## src/rtl/enet_arb_pkg.sv

```systemverilog
// Shared definitions for the Ethernet TX round-robin arbiter: header
// layout, magic byte and the scheduler state encoding.
package enet_arb_pkg;

  localparam logic [7:0] HDR_MAGIC = 8'hA5;

  // Routing header field positions within the 64-bit header beat.
  localparam int HDR_MAGIC_LSB = 56;
  localparam int HDR_IDX_LSB   = 48;
  localparam int HDR_SEQ_LSB   = 32;
  localparam int HDR_LEN_LSB   = 0;

  typedef enum logic [1:0] {
    IDLE = 2'd0,
    HDR  = 2'd1,
    DATA = 2'd2,
    GAP  = 2'd3
  } arb_state_e;

  // Assemble the one-beat routing header that precedes each packet.
  function automatic logic [63:0] build_hdr(input logic [7:0]  idx,
                                            input logic [15:0] seq,
                                            input logic [31:0] len);
    logic [63:0] h;
    h = '0;
    h[HDR_MAGIC_LSB +: 8]  = HDR_MAGIC;
    h[HDR_IDX_LSB   +: 8]  = idx;
    h[HDR_SEQ_LSB   +: 16] = seq;
    h[HDR_LEN_LSB   +: 32] = len;
    return h;
  endfunction

endpackage

```

## src/rtl/enet_rr_pick.sv

```systemverilog
// Combinational round-robin picker: searches upward from last_i+1,
// wrapping modulo NUM_REQ, and reports the first set request bit.
module enet_rr_pick #(
  parameter int NUM_REQ = 4
) (
  input  logic [NUM_REQ-1:0]         req_i,
  input  logic [$clog2(NUM_REQ)-1:0] last_i,
  output logic [$clog2(NUM_REQ)-1:0] win_o,
  output logic                       any_o
);

  localparam int IDX_W = $clog2(NUM_REQ);

  // Priority scan starting just after the previous owner.
  always_comb begin
    int   idx;
    logic found;
    found = 1'b0;
    win_o = '0;
    for (int k = 1; k <= NUM_REQ; k++) begin
      idx = (int'(last_i) + k) % NUM_REQ;
      if (!found && req_i[idx[IDX_W-1:0]]) begin
        found = 1'b1;
        win_o = idx[IDX_W-1:0];
      end
    end
    any_o = found;
  end

endmodule

```

## src/rtl/enet_tx_arbiter.sv

```systemverilog
// Packet-granular round-robin arbiter in front of the Ethernet TX FIFO
// write port. Each grant emits a routing header beat, then exactly
// PKT_BEATS data beats from the owner, then one idle gap cycle.
module enet_tx_arbiter
  import enet_arb_pkg::*;
#(
  parameter int NUM_REQ   = 4,
  parameter int PKT_BEATS = 128
) (
  input  logic                  i_clk,
  input  logic                  i_rst_n,
  input  logic                  i_enable,
  input  logic [NUM_REQ-1:0]    i_req,
  input  logic [NUM_REQ*64-1:0] i_req_data,
  input  logic [NUM_REQ-1:0]    i_req_valid,
  output logic [NUM_REQ-1:0]    o_req_ready,
  output logic [63:0]           o_data,
  output logic                  o_valid,
  input  logic                  i_rdy,
  output logic [NUM_REQ-1:0]    o_grant,
  output logic                  o_busy,
  output logic [15:0]           o_pkt_cnt
);

  localparam int IDX_W  = $clog2(NUM_REQ);
  localparam int BEAT_W = $clog2(PKT_BEATS + 1);
  localparam logic [BEAT_W-1:0] LAST_BEAT = BEAT_W'(PKT_BEATS - 1);

  arb_state_e         state_q, state_d;
  logic [IDX_W-1:0]   gidx_q, gidx_d;
  logic [IDX_W-1:0]   last_q, last_d;
  logic [NUM_REQ-1:0] grant_q, grant_d;
  logic [15:0]        seq_q, seq_d;
  logic [15:0]        pkt_q, pkt_d;
  logic [BEAT_W-1:0]  beat_q, beat_d;

  logic [IDX_W-1:0]   win;
  logic               any;
  logic [63:0]        sel_data;
  logic               sel_valid;

  enet_rr_pick #(.NUM_REQ(NUM_REQ)) u_pick (
    .req_i  (i_req),
    .last_i (last_q),
    .win_o  (win),
    .any_o  (any)
  );

  // Route the current owner's beat and valid onto the shared port.
  always_comb begin
    sel_data  = '0;
    sel_valid = 1'b0;
    for (int n = 0; n < NUM_REQ; n++) begin
      if (gidx_q == IDX_W'(n)) begin
        sel_data  = i_req_data[64*n +: 64];
        sel_valid = i_req_valid[n];
      end
    end
  end

  // Next-state, counter updates and port outputs for the scheduler.
  always_comb begin
    state_d     = state_q;
    gidx_d      = gidx_q;
    last_d      = last_q;
    grant_d     = grant_q;
    seq_d       = seq_q;
    pkt_d       = pkt_q;
    beat_d      = beat_q;
    o_data      = '0;
    o_valid     = 1'b0;
    o_req_ready = '0;
    case (state_q)
      IDLE: begin
        if (i_enable && any) begin
          state_d = HDR;
          gidx_d  = win;
          grant_d = NUM_REQ'(1) << win;
        end
      end
      HDR: begin
        o_valid = 1'b1;
        o_data  = build_hdr(8'(gidx_q), seq_q, 32'(PKT_BEATS));
        if (i_rdy) begin
          state_d = DATA;
        end
      end
      DATA: begin
        o_data              = sel_data;
        o_valid             = sel_valid;
        o_req_ready[gidx_q] = i_rdy;
        if (sel_valid && i_rdy) begin
          beat_d = beat_q + BEAT_W'(1);
          if (beat_q == LAST_BEAT) begin
            state_d = GAP;
          end
        end
      end
      GAP: begin
        seq_d   = seq_q + 16'd1;
        pkt_d   = pkt_q + 16'd1;
        last_d  = gidx_q;
        grant_d = '0;
        beat_d  = '0;
        state_d = IDLE;
      end
      default: state_d = IDLE;
    endcase
  end

  // State and counter registers; last owner starts at the top index so
  // requester 0 is favoured after reset.
  always_ff @(posedge i_clk or negedge i_rst_n) begin
    if (!i_rst_n) begin
      state_q <= IDLE;
      gidx_q  <= '0;
      last_q  <= IDX_W'(NUM_REQ - 1);
      grant_q <= '0;
      seq_q   <= '0;
      pkt_q   <= '0;
      beat_q  <= '0;
    end else begin
      state_q <= state_d;
      gidx_q  <= gidx_d;
      last_q  <= last_d;
      grant_q <= grant_d;
      seq_q   <= seq_d;
      pkt_q   <= pkt_d;
      beat_q  <= beat_d;
    end
  end

  assign o_grant   = grant_q;
  assign o_busy    = (state_q != IDLE);
  assign o_pkt_cnt = pkt_q;

endmodule

```

## config.mk

```make
export PLATFORM = sky130hd
export DESIGN_NAME = enet_tx_arbiter
export DESIGN_NICKNAME = d
export VERILOG_FILES = /design/src/rtl/enet_arb_pkg.sv /design/src/rtl/enet_rr_pick.sv /design/src/rtl/enet_tx_arbiter.sv
export SDC_FILE = /design/constraint.sdc
export NUM_CORES = 1
export LEC_CHECK = 0
export ABC_AREA = 1
export CAP_MARGIN = 5
export CORE_AREA = 3 3 137 139
export DETAILED_ROUTE_END_ITERATION = 8
export DIE_AREA = 0 0 140 142
export GPL_TIMING_DRIVEN = 0
export PLACE_DENSITY_LB_ADDON = 0.1
export SLEW_MARGIN = 5
export SYNTH_ARGS = -nofsm -noshare
export SYNTH_HDL_FRONTEND = slang
export SYNTH_SLANG_ARGS = --single-unit
```

## constraint.sdc

```tcl
create_clock -name i_clk -period 2.3 [get_ports i_clk]
set_input_delay 0.345 -clock i_clk [delete_from_list [all_inputs] [get_ports i_clk]]
set_output_delay 0.345 -clock i_clk [all_outputs]
set_load 0.01 [all_outputs]
```

==> impl_results.md, run 1 <==
* Failing checks: negative setup slack
* RSZ-0062 raised after global routing: true
* TritonCTS clock tree: yes
* Total grt overflow at 0
* Clk pin slew, worst setup/hold paths at 0.07 ns
* Sequential cell area fraction in the yosys report at 0.2594
* Clock skew at about 0.0066 ns
* GR Util All Layers at 0.2721
* Fin crit period at roughly 2.4 ns
* Share of the synthesized area in the top cell type at 0.2485
* Yosys cell types at 40
* Syn_nets at around 1000
* FMAX at between 400 and 500 MHz
* Core Region at about 0.018 mm2
* Max-slew violation count at 0
* H-tree depth at 2
* Power, Total at between 8 and 9 mW
* R2R Setup Slk at 0.15 ns
* Drt pass-1 iters at 6
* Placer Congestion at 1.029
* Via-to-Cell Ratio at just under 5
* Post-synth EDFFs at 0
* Fill count at around 1800
* Port buffer count at 357
* Setup TNS at -0.2302 ns
* VDD IR max at between 0.4 and 0.5 mV
* DP HPWL at approximately 23000 um
* Routed Antenna Nets at 0
* Main synth FF type: dfrtp_1
* Final Cycle Share at 1.033
* WL/cell at 20.59 um
* Clk buf depth at 2
* Setup ws final at -0.07639 ns
* Final Hold Fails at 0
* Vias at 6802
* Synth Register Bits at 50
* P_leak at 4.381 nW
* Cell area after synthesis at 0.004833 mm2
* Synth top cells by count: nand2_1 (194), o21ai_0 (75), inv_1 (63), nand3_1 (57), nor2_1 (55)
* Area delta synth->final at 93.68%
* Critical path type: reg -> out
* Final Cell Area at 0.009361 mm2
* Synthesized area per cell at between 6 and 7 um2
* CP required at ~2.0 ns
* Worst slew margin at 0.5644
* Synth area leaders: dfrtp_1 (25%), nand2_1 (15%), o21ai_0 (7.8%)
* Placed Instance Area at between 0.008 and 0.009 mm2
* DRC at 0
* Startpoint Class: register
* Worst skew pair latency at a little under 0.3 ns
* Yosys top cell by area: dfrtp_1
* Die H at around 140 um
* Worst-Margin Slew at 0.6535 ns
* Mapped Cells at around 750
* Critical Path AT at around 2.0 ns
* First-pass GRT wire length at 41790 um
* Initial antenna violation count at 3
* Count leader, synth: nand2_1
* Hold_buf cts at 0
* Max-Cap Viols at 0
* Die Wd at between 100 and 150 um
* Crit-path max FO at 10
* Outcome: finished, violations left
* # setup viols final at 7
* Number of global-route vias before repair at ~6700
* Inserted Clock Buffers at 5
* CP Capture Type: output port
* FFs w/ async S/R, synth at 1.000
* Pwr dens at 956.3 mW/mm2
* Standard-cell rows at 49
* Min-Delay Path Class: in -> async
* Fraction of layout cells with a size suffix above 1 at 0.1806
* Die area at around 0.02 mm2
* # IOs at between 300 and 400
* Fin nets at about 1400
* Starting Density at 0.2719
* Root buf cell: clkbuf_16
* Total Wirelength at roughly 28000 um
* Num Clock Sinks at 50
* Yosys warnings at 0
* Largest net degree at the start of global routing at 29
* DR iter-0 viols at roughly 430
worst max-delay path: stages (launching register included):
cell and delay, ns:
dfrtp_1 0.44, inv_2 0.08, ha_4 0.24, nand2_4 0.09
inv_4 0.04, buf_12 0.12, buf_4 0.13, clkbuf_16 0.16
o211ai_1 0.09, inv_1 0.06, dlygate4sd2_1 0.28
placed cells by master (no fill, tap or decap), drive strengths merged, types with 4 or more instances in the layout:
| cell type | n |
|---|---|
| o21bai | 10 |
| o22ai | 24 |
| nand2 | 200 |
| o31ai | 5 |
| and3 | 9 |
| nor3 | 9 |
| xnor2 | 5 |
| xor2 | 27 |
| dlygate4sd2 | 12 |
| a21oi | 27 |
| inv | 69 |
| clkdlybuf4s15 | 4 |
| nand3 | 59 |
| or2 | 6 |
| clkbuf | 41 |
| o211ai | 30 |
| clkdlybuf4s50 | 287 |
| o221ai | 10 |
| buf | 89 |
| o21ai | 89 |
| nand4 | 4 |
| nor2 | 60 |
| ha | 7 |
| dlymetal6s2s | 8 |
| dfrtp | 48 |
final cells by class:
| type | count | area, um2 | area share |
|---|---|---|---|
| Clock buffer | 6 | 128.9 | 0.01377 |
| Sequential cell | 50 | 1256 | 0.1342 |
| Inverter | 70 | 275.3 | 0.02940 |
| Multi-Input combinational cell | 583 | 3277 | 0.3500 |
| Buffer | 45 | 411.6 | 0.04397 |
| Clock inverter | 2 | 37.54 | 0.004010 |
| Tap cell | 229 | 286.5 | 0.03061 |
| Timing Repair Buffer | 390 | 3684 | 0.3935 |
| Antenna cell | 2 | 5.005 | 0.0005346 |
metrics by stage:
step           instances    util  setup WS (ns)  hold slack [ns]
3_5_place_dp        1336  0.4898        -0.6190           0.4184
6_report            1377  0.5265       -0.07639          0.08212
5_1_grt             1377  0.5265        -0.1258           0.1376
4_1_cts             1366  0.5189        -0.1754           0.1034
3_3_place_gp        1335  0.4890        -0.6894           0.4621
2_1_floorplan        749       -         0.3748          0.04941
sequential cells by signal (all words and copies together), names as in the netlist:
| register | cells |
|---|---|
| last_q | 2 |
| gidx_q | 2 |
| seq_q | 16 |
| o_grant | 4 |
| o_pkt_cnt | 16 |
| beat_q | 8 |
| state_q | 2 |
worst paths after layout:
check | start | to | cells past startpoint
worst max-delay path | state_q[1]$_DFFE_PN0P_ | o_data[13] | 10
max in group asynchronous | i_rst_n | last_q[1]$_DFFE_PN1P_ | 2
worst min-delay path | i_rst_n | seq_q[6]$_DFFE_PN0P_ | 1
worst min register to register | o_pkt_cnt[15]$_DFFE_PN0P_ | o_pkt_cnt[15]$_DFFE_PN0P_ | 1
min in group i_clk | o_pkt_cnt[15]$_DFFE_PN0P_ | o_pkt_cnt[15]$_DFFE_PN0P_ | 1
worst max register to register | state_q[1]$_DFFE_PN0P_ | seq_q[13]$_DFFE_PN0P_ | 10
what timing repair did:
action / in CTS / in global routing
resized for setup: 259 / 104
pin swaps: 6 / 24
setup buffers: 21 / 11
setup endpoints to repair: 69 / 63
cloned: 1 / 0
logic make-up after synthesis:
group                      after synthesis  synth area share
AOI/OAI and AO/OA                      196            0.2488
buffers and inverters                  116           0.09785
xor gates and xnor gates                32           0.05799
adders and majority gates                7           0.01812
and+or+nand+nor                        348            0.3179
DFF                                     50            0.2594
metal layers:
metal	part of all wire	global-route usage
met4	0.037	0.08057
met2	0.47	0.4609
met5	0.00060	0
met1	0.41	0.3471
met3	0.078	0.06418
power breakdown:
group          internal, mW  switching, mW  leakage [nW]
registers              1.07          0.224         0.664
clock network         0.514          0.322        0.0771
logic                  3.04           3.77          3.64
total                  4.63           4.32          4.38
(Power assumes the default switching activity.)
==> run 2: changes to the inputs <==
Settings changed: TNS_END_PERCENT set to 50.
==> run 2 against run 1 <==
  * The flow still finishes with violations (negative setup slack)
  * Sequential power about the same
  * Clock power about the same
  * Fmax down 2.0%
  * Critical endpoint is now o_data[16]
==> impl_results.md, run 2 (synthesized netlist as in run 1, its figures left out) <==
* Worst slew margin at 0.5633 (-0.001034)
* Pwr dens at 951.3 mW/mm2 (-0.52%)
* Port buffer count at 357 (unchanged)
* Commonest non-fill, non-tap cells in the layout: clkdlybuf4s50_1 (288), nand2_1 (191), o21ai_0 (64), inv_1 (59), nand3_1 (57)
* Register Area at 0.001256 mm2 (unchanged)
* Drt pass-1 iters at 5 (-1)
* Worst path slowest cell: clkdlybuf4s50_1
* Root buf cell: clkbuf_16
* Hold_buf cts at 0 (unchanged)
* TritonCTS clock tree: yes
* Internal power at 4.480 mW (-3.3%)
* Final Hold Fails at 0 (unchanged)
* # setup viols final at 1 (-6)
* Switching part of the total power at 0.4880 (+0.005317)
* Critical path type: reg -> out
* R2R Path End: seq_q[13]$_DFFE_PN0P_
* Fraction of layout cells with a size suffix above 1 at 0.1748 (-0.005803)
* Critical path origin: state_q[1]$_DFFE_PN0P_
* Standard-cell rows at 49 (unchanged)
* VDD IR max at 0.4821 mV (about the same)
* GR Util All Layers at 0.2717 (-0.0004245)
* # IOs at 358 (unchanged)
* Fill count at 1842 (+0.33%)
* Min-Delay Path Class: in -> async
* R2R Setup Slk at 0.16 ns (about the same)
* Die area at 0.01988 mm2 (unchanged)
* Worst R2R Path Depth at 10 (unchanged)
* Via-to-Cell Ratio at 4.921 (-0.38%)
* Starting Density at 0.2719 (unchanged)
* Largest net degree at the start of global routing at 29 (unchanged)
* Area delta synth->final at 90.32%
* Number of global-route vias before repair at 6679 (-0.51%)
* Fin crit period at 2.424 ns (+0.04809 ns)
* Worst stage delay on the critical path at 0.52 ns (+0.08 ns)
* CP top delay family: buffers and inverters
* Vias at 6766 (-0.53%)
* RSZ-0062 raised after global routing: true
* Max-slew violation count at 0 (unchanged)
* Core Region at 0.01778 mm2 (unchanged)
* Final Cell Area at 0.009199 mm2 (-1.7%)
* Final Cycle Share at 1.054 (+0.02091)
* Comb power frac at 0.756 (-0.006)
* CP required at 1.96 ns (about the same)
* Startpoint Class: register
* Placed Instance Area at 0.008708 mm2 (unchanged)
* Routed Antenna Nets at 0 (unchanged)
* Pre-CTS setup slack at -0.6190 ns (unchanged)
* FMAX at 412.5 MHz (-2.0%)
* Fin nets at 1418 (-0.14%)
* Crit path cell chain: inv_2, ha_4, nand2_4, inv_4, clkbuf_8, o211ai_1, inv_1, clkdlybuf4s50_1
* NetSw at 4.271 mW (-1.2%)
* Worst skew pair latency at 0.29 ns (about the same)
* Max-Cap Viols at 0 (unchanged)
* Clk buf depth at 2 (unchanged)
* Placer Congestion at 1.029 (unchanged)
* Sequential power share at 0.148 (+0.003)
* Inserted Clock Buffers at 5 (unchanged)
* H-tree depth at 2 (unchanged)
* Initial antenna violation count at 3 (unchanged)
* Crit-path max FO at 5 (-5)
* Failing checks: negative setup slack
* WHS at 0.08278 ns (+0.0006689 ns)
* Outcome: finished, violations left
* DRC at 0 (unchanged)
* Num Clock Sinks at 50 (unchanged)
* Clk pin slew, worst setup/hold paths at 0.07 ns (about the same)
* P_leak at 4.254 nW (-2.9%)
* CP Capture Type: output port
* Worst-Margin Slew at 0.6550 ns (+0.001551 ns)
* Die Wd at 140 um (unchanged)
* Clock skew at 0.005080 ns (-0.001485 ns)
* Total grt overflow at 0 (unchanged)
* Die H at 142 um (unchanged)
* Multi-input gate area at 0.003243 mm2 (-1.0%)
* Reg2Reg Launch Point: state_q[1]$_DFFE_PN0P_
* Setup ws final at -0.1245 ns (-0.04809 ns)
* Clock power frac at 0.096 (+0.003)
* Total Wirelength at 28240 um (-0.38%)
* First-pass GRT wire length at 41680 um (-0.25%)
* DR iter-0 viols at 362 (-17%)
* WL/cell at 20.54 um (-0.24%)
* Commonest non-fill, non-tap cell in the layout: clkdlybuf4s50_1
* DP HPWL at 23320 um (unchanged)
* Worst path buffer plus inverter count at 5 (-2)
* Critical Path AT at 2.08 ns (+0.05 ns)
-- run 2: changes by cell type in the layout (fill, tap and decap cells not counted), moves of 3 or more --
cell and change:
clkbuf_2 +11, o31ai_2 -3, nor2_1 +4, buf_4 +4, nor2_2 -6, clkbuf_4 -4
dlymetal6s2s_1 -5, buf_2 +3, dlygate4sd2_1 -3, buf_6 -4
-- run 2: worst max-delay path by stage --
stage | endpoint | slack (ns) | depth (start not counted)
floorplan | o_data[18] | 0.37 | 8
global placement | o_grant[3]$_DFFE_PN0P_ | -0.69 | 1
detailed placement | o_data[27] | -0.62 | 9
CTS | o_data[29] | -0.19 | 7
global route | o_data[16] | -0.20 | 7
finish | o_data[16] | -0.12 | 8
-- run 2: power by group through the flow --
stage | combinational [mW] | sequential, mW | clock (mW)
floorplan | 3.31 | 1.27 | 0
finish | 6.62 | 1.30 | 0.836
global route | 7.26 | 1.33 | 0.898
global placement | 5.99 | 1.28 | 0
detailed placement | 6.01 | 1.28 | 0
CTS | 6.48 | 1.29 | 0.862
-- run 2: area by class of cell --
class,count,area share
diodes,2,0.0005441
plain buffers,45,0.04217
clock buffers,6,0.01401
clock inverters,2,0.004081
inverters,70,0.02992
multi-input cells,583,0.3526
flip-flops and latches,50,0.1366
well taps,229,0.03115
repair buffers,388,0.3890
-- run 2: repair_timing --
action	CTS	global route
setup buffers	19	10
setup endpoints to repair	69	60
cloned	1	0
hold endpoints to repair	0	0
resized for setup	255	104
pin swaps	4	16
-- run 2: per-layer routing --
layer / track usage / wire length [um] / up-vias
met3: 0.06418 / 2020 / 51
met5: 0 / 17 / -
met1: 0.3480 / 11890 / 3132
met4: 0.08363 / 1013 / 2
li1: - / - / 3309
met2: 0.4568 / 13300 / 272
-- run 2: stage by stage --
step	TNS, ns	instances	utilization	power, mW
finish	-0.1245	1375	0.5174	8.751
global placement	-64.17	1335	0.4890	7.264
floorplan	0	749	-	4.577
detailed placement	-31.55	1336	0.4898	7.288
global route	-0.7467	1375	0.5174	9.480
CTS	-0.9504	1364	0.5177	8.627
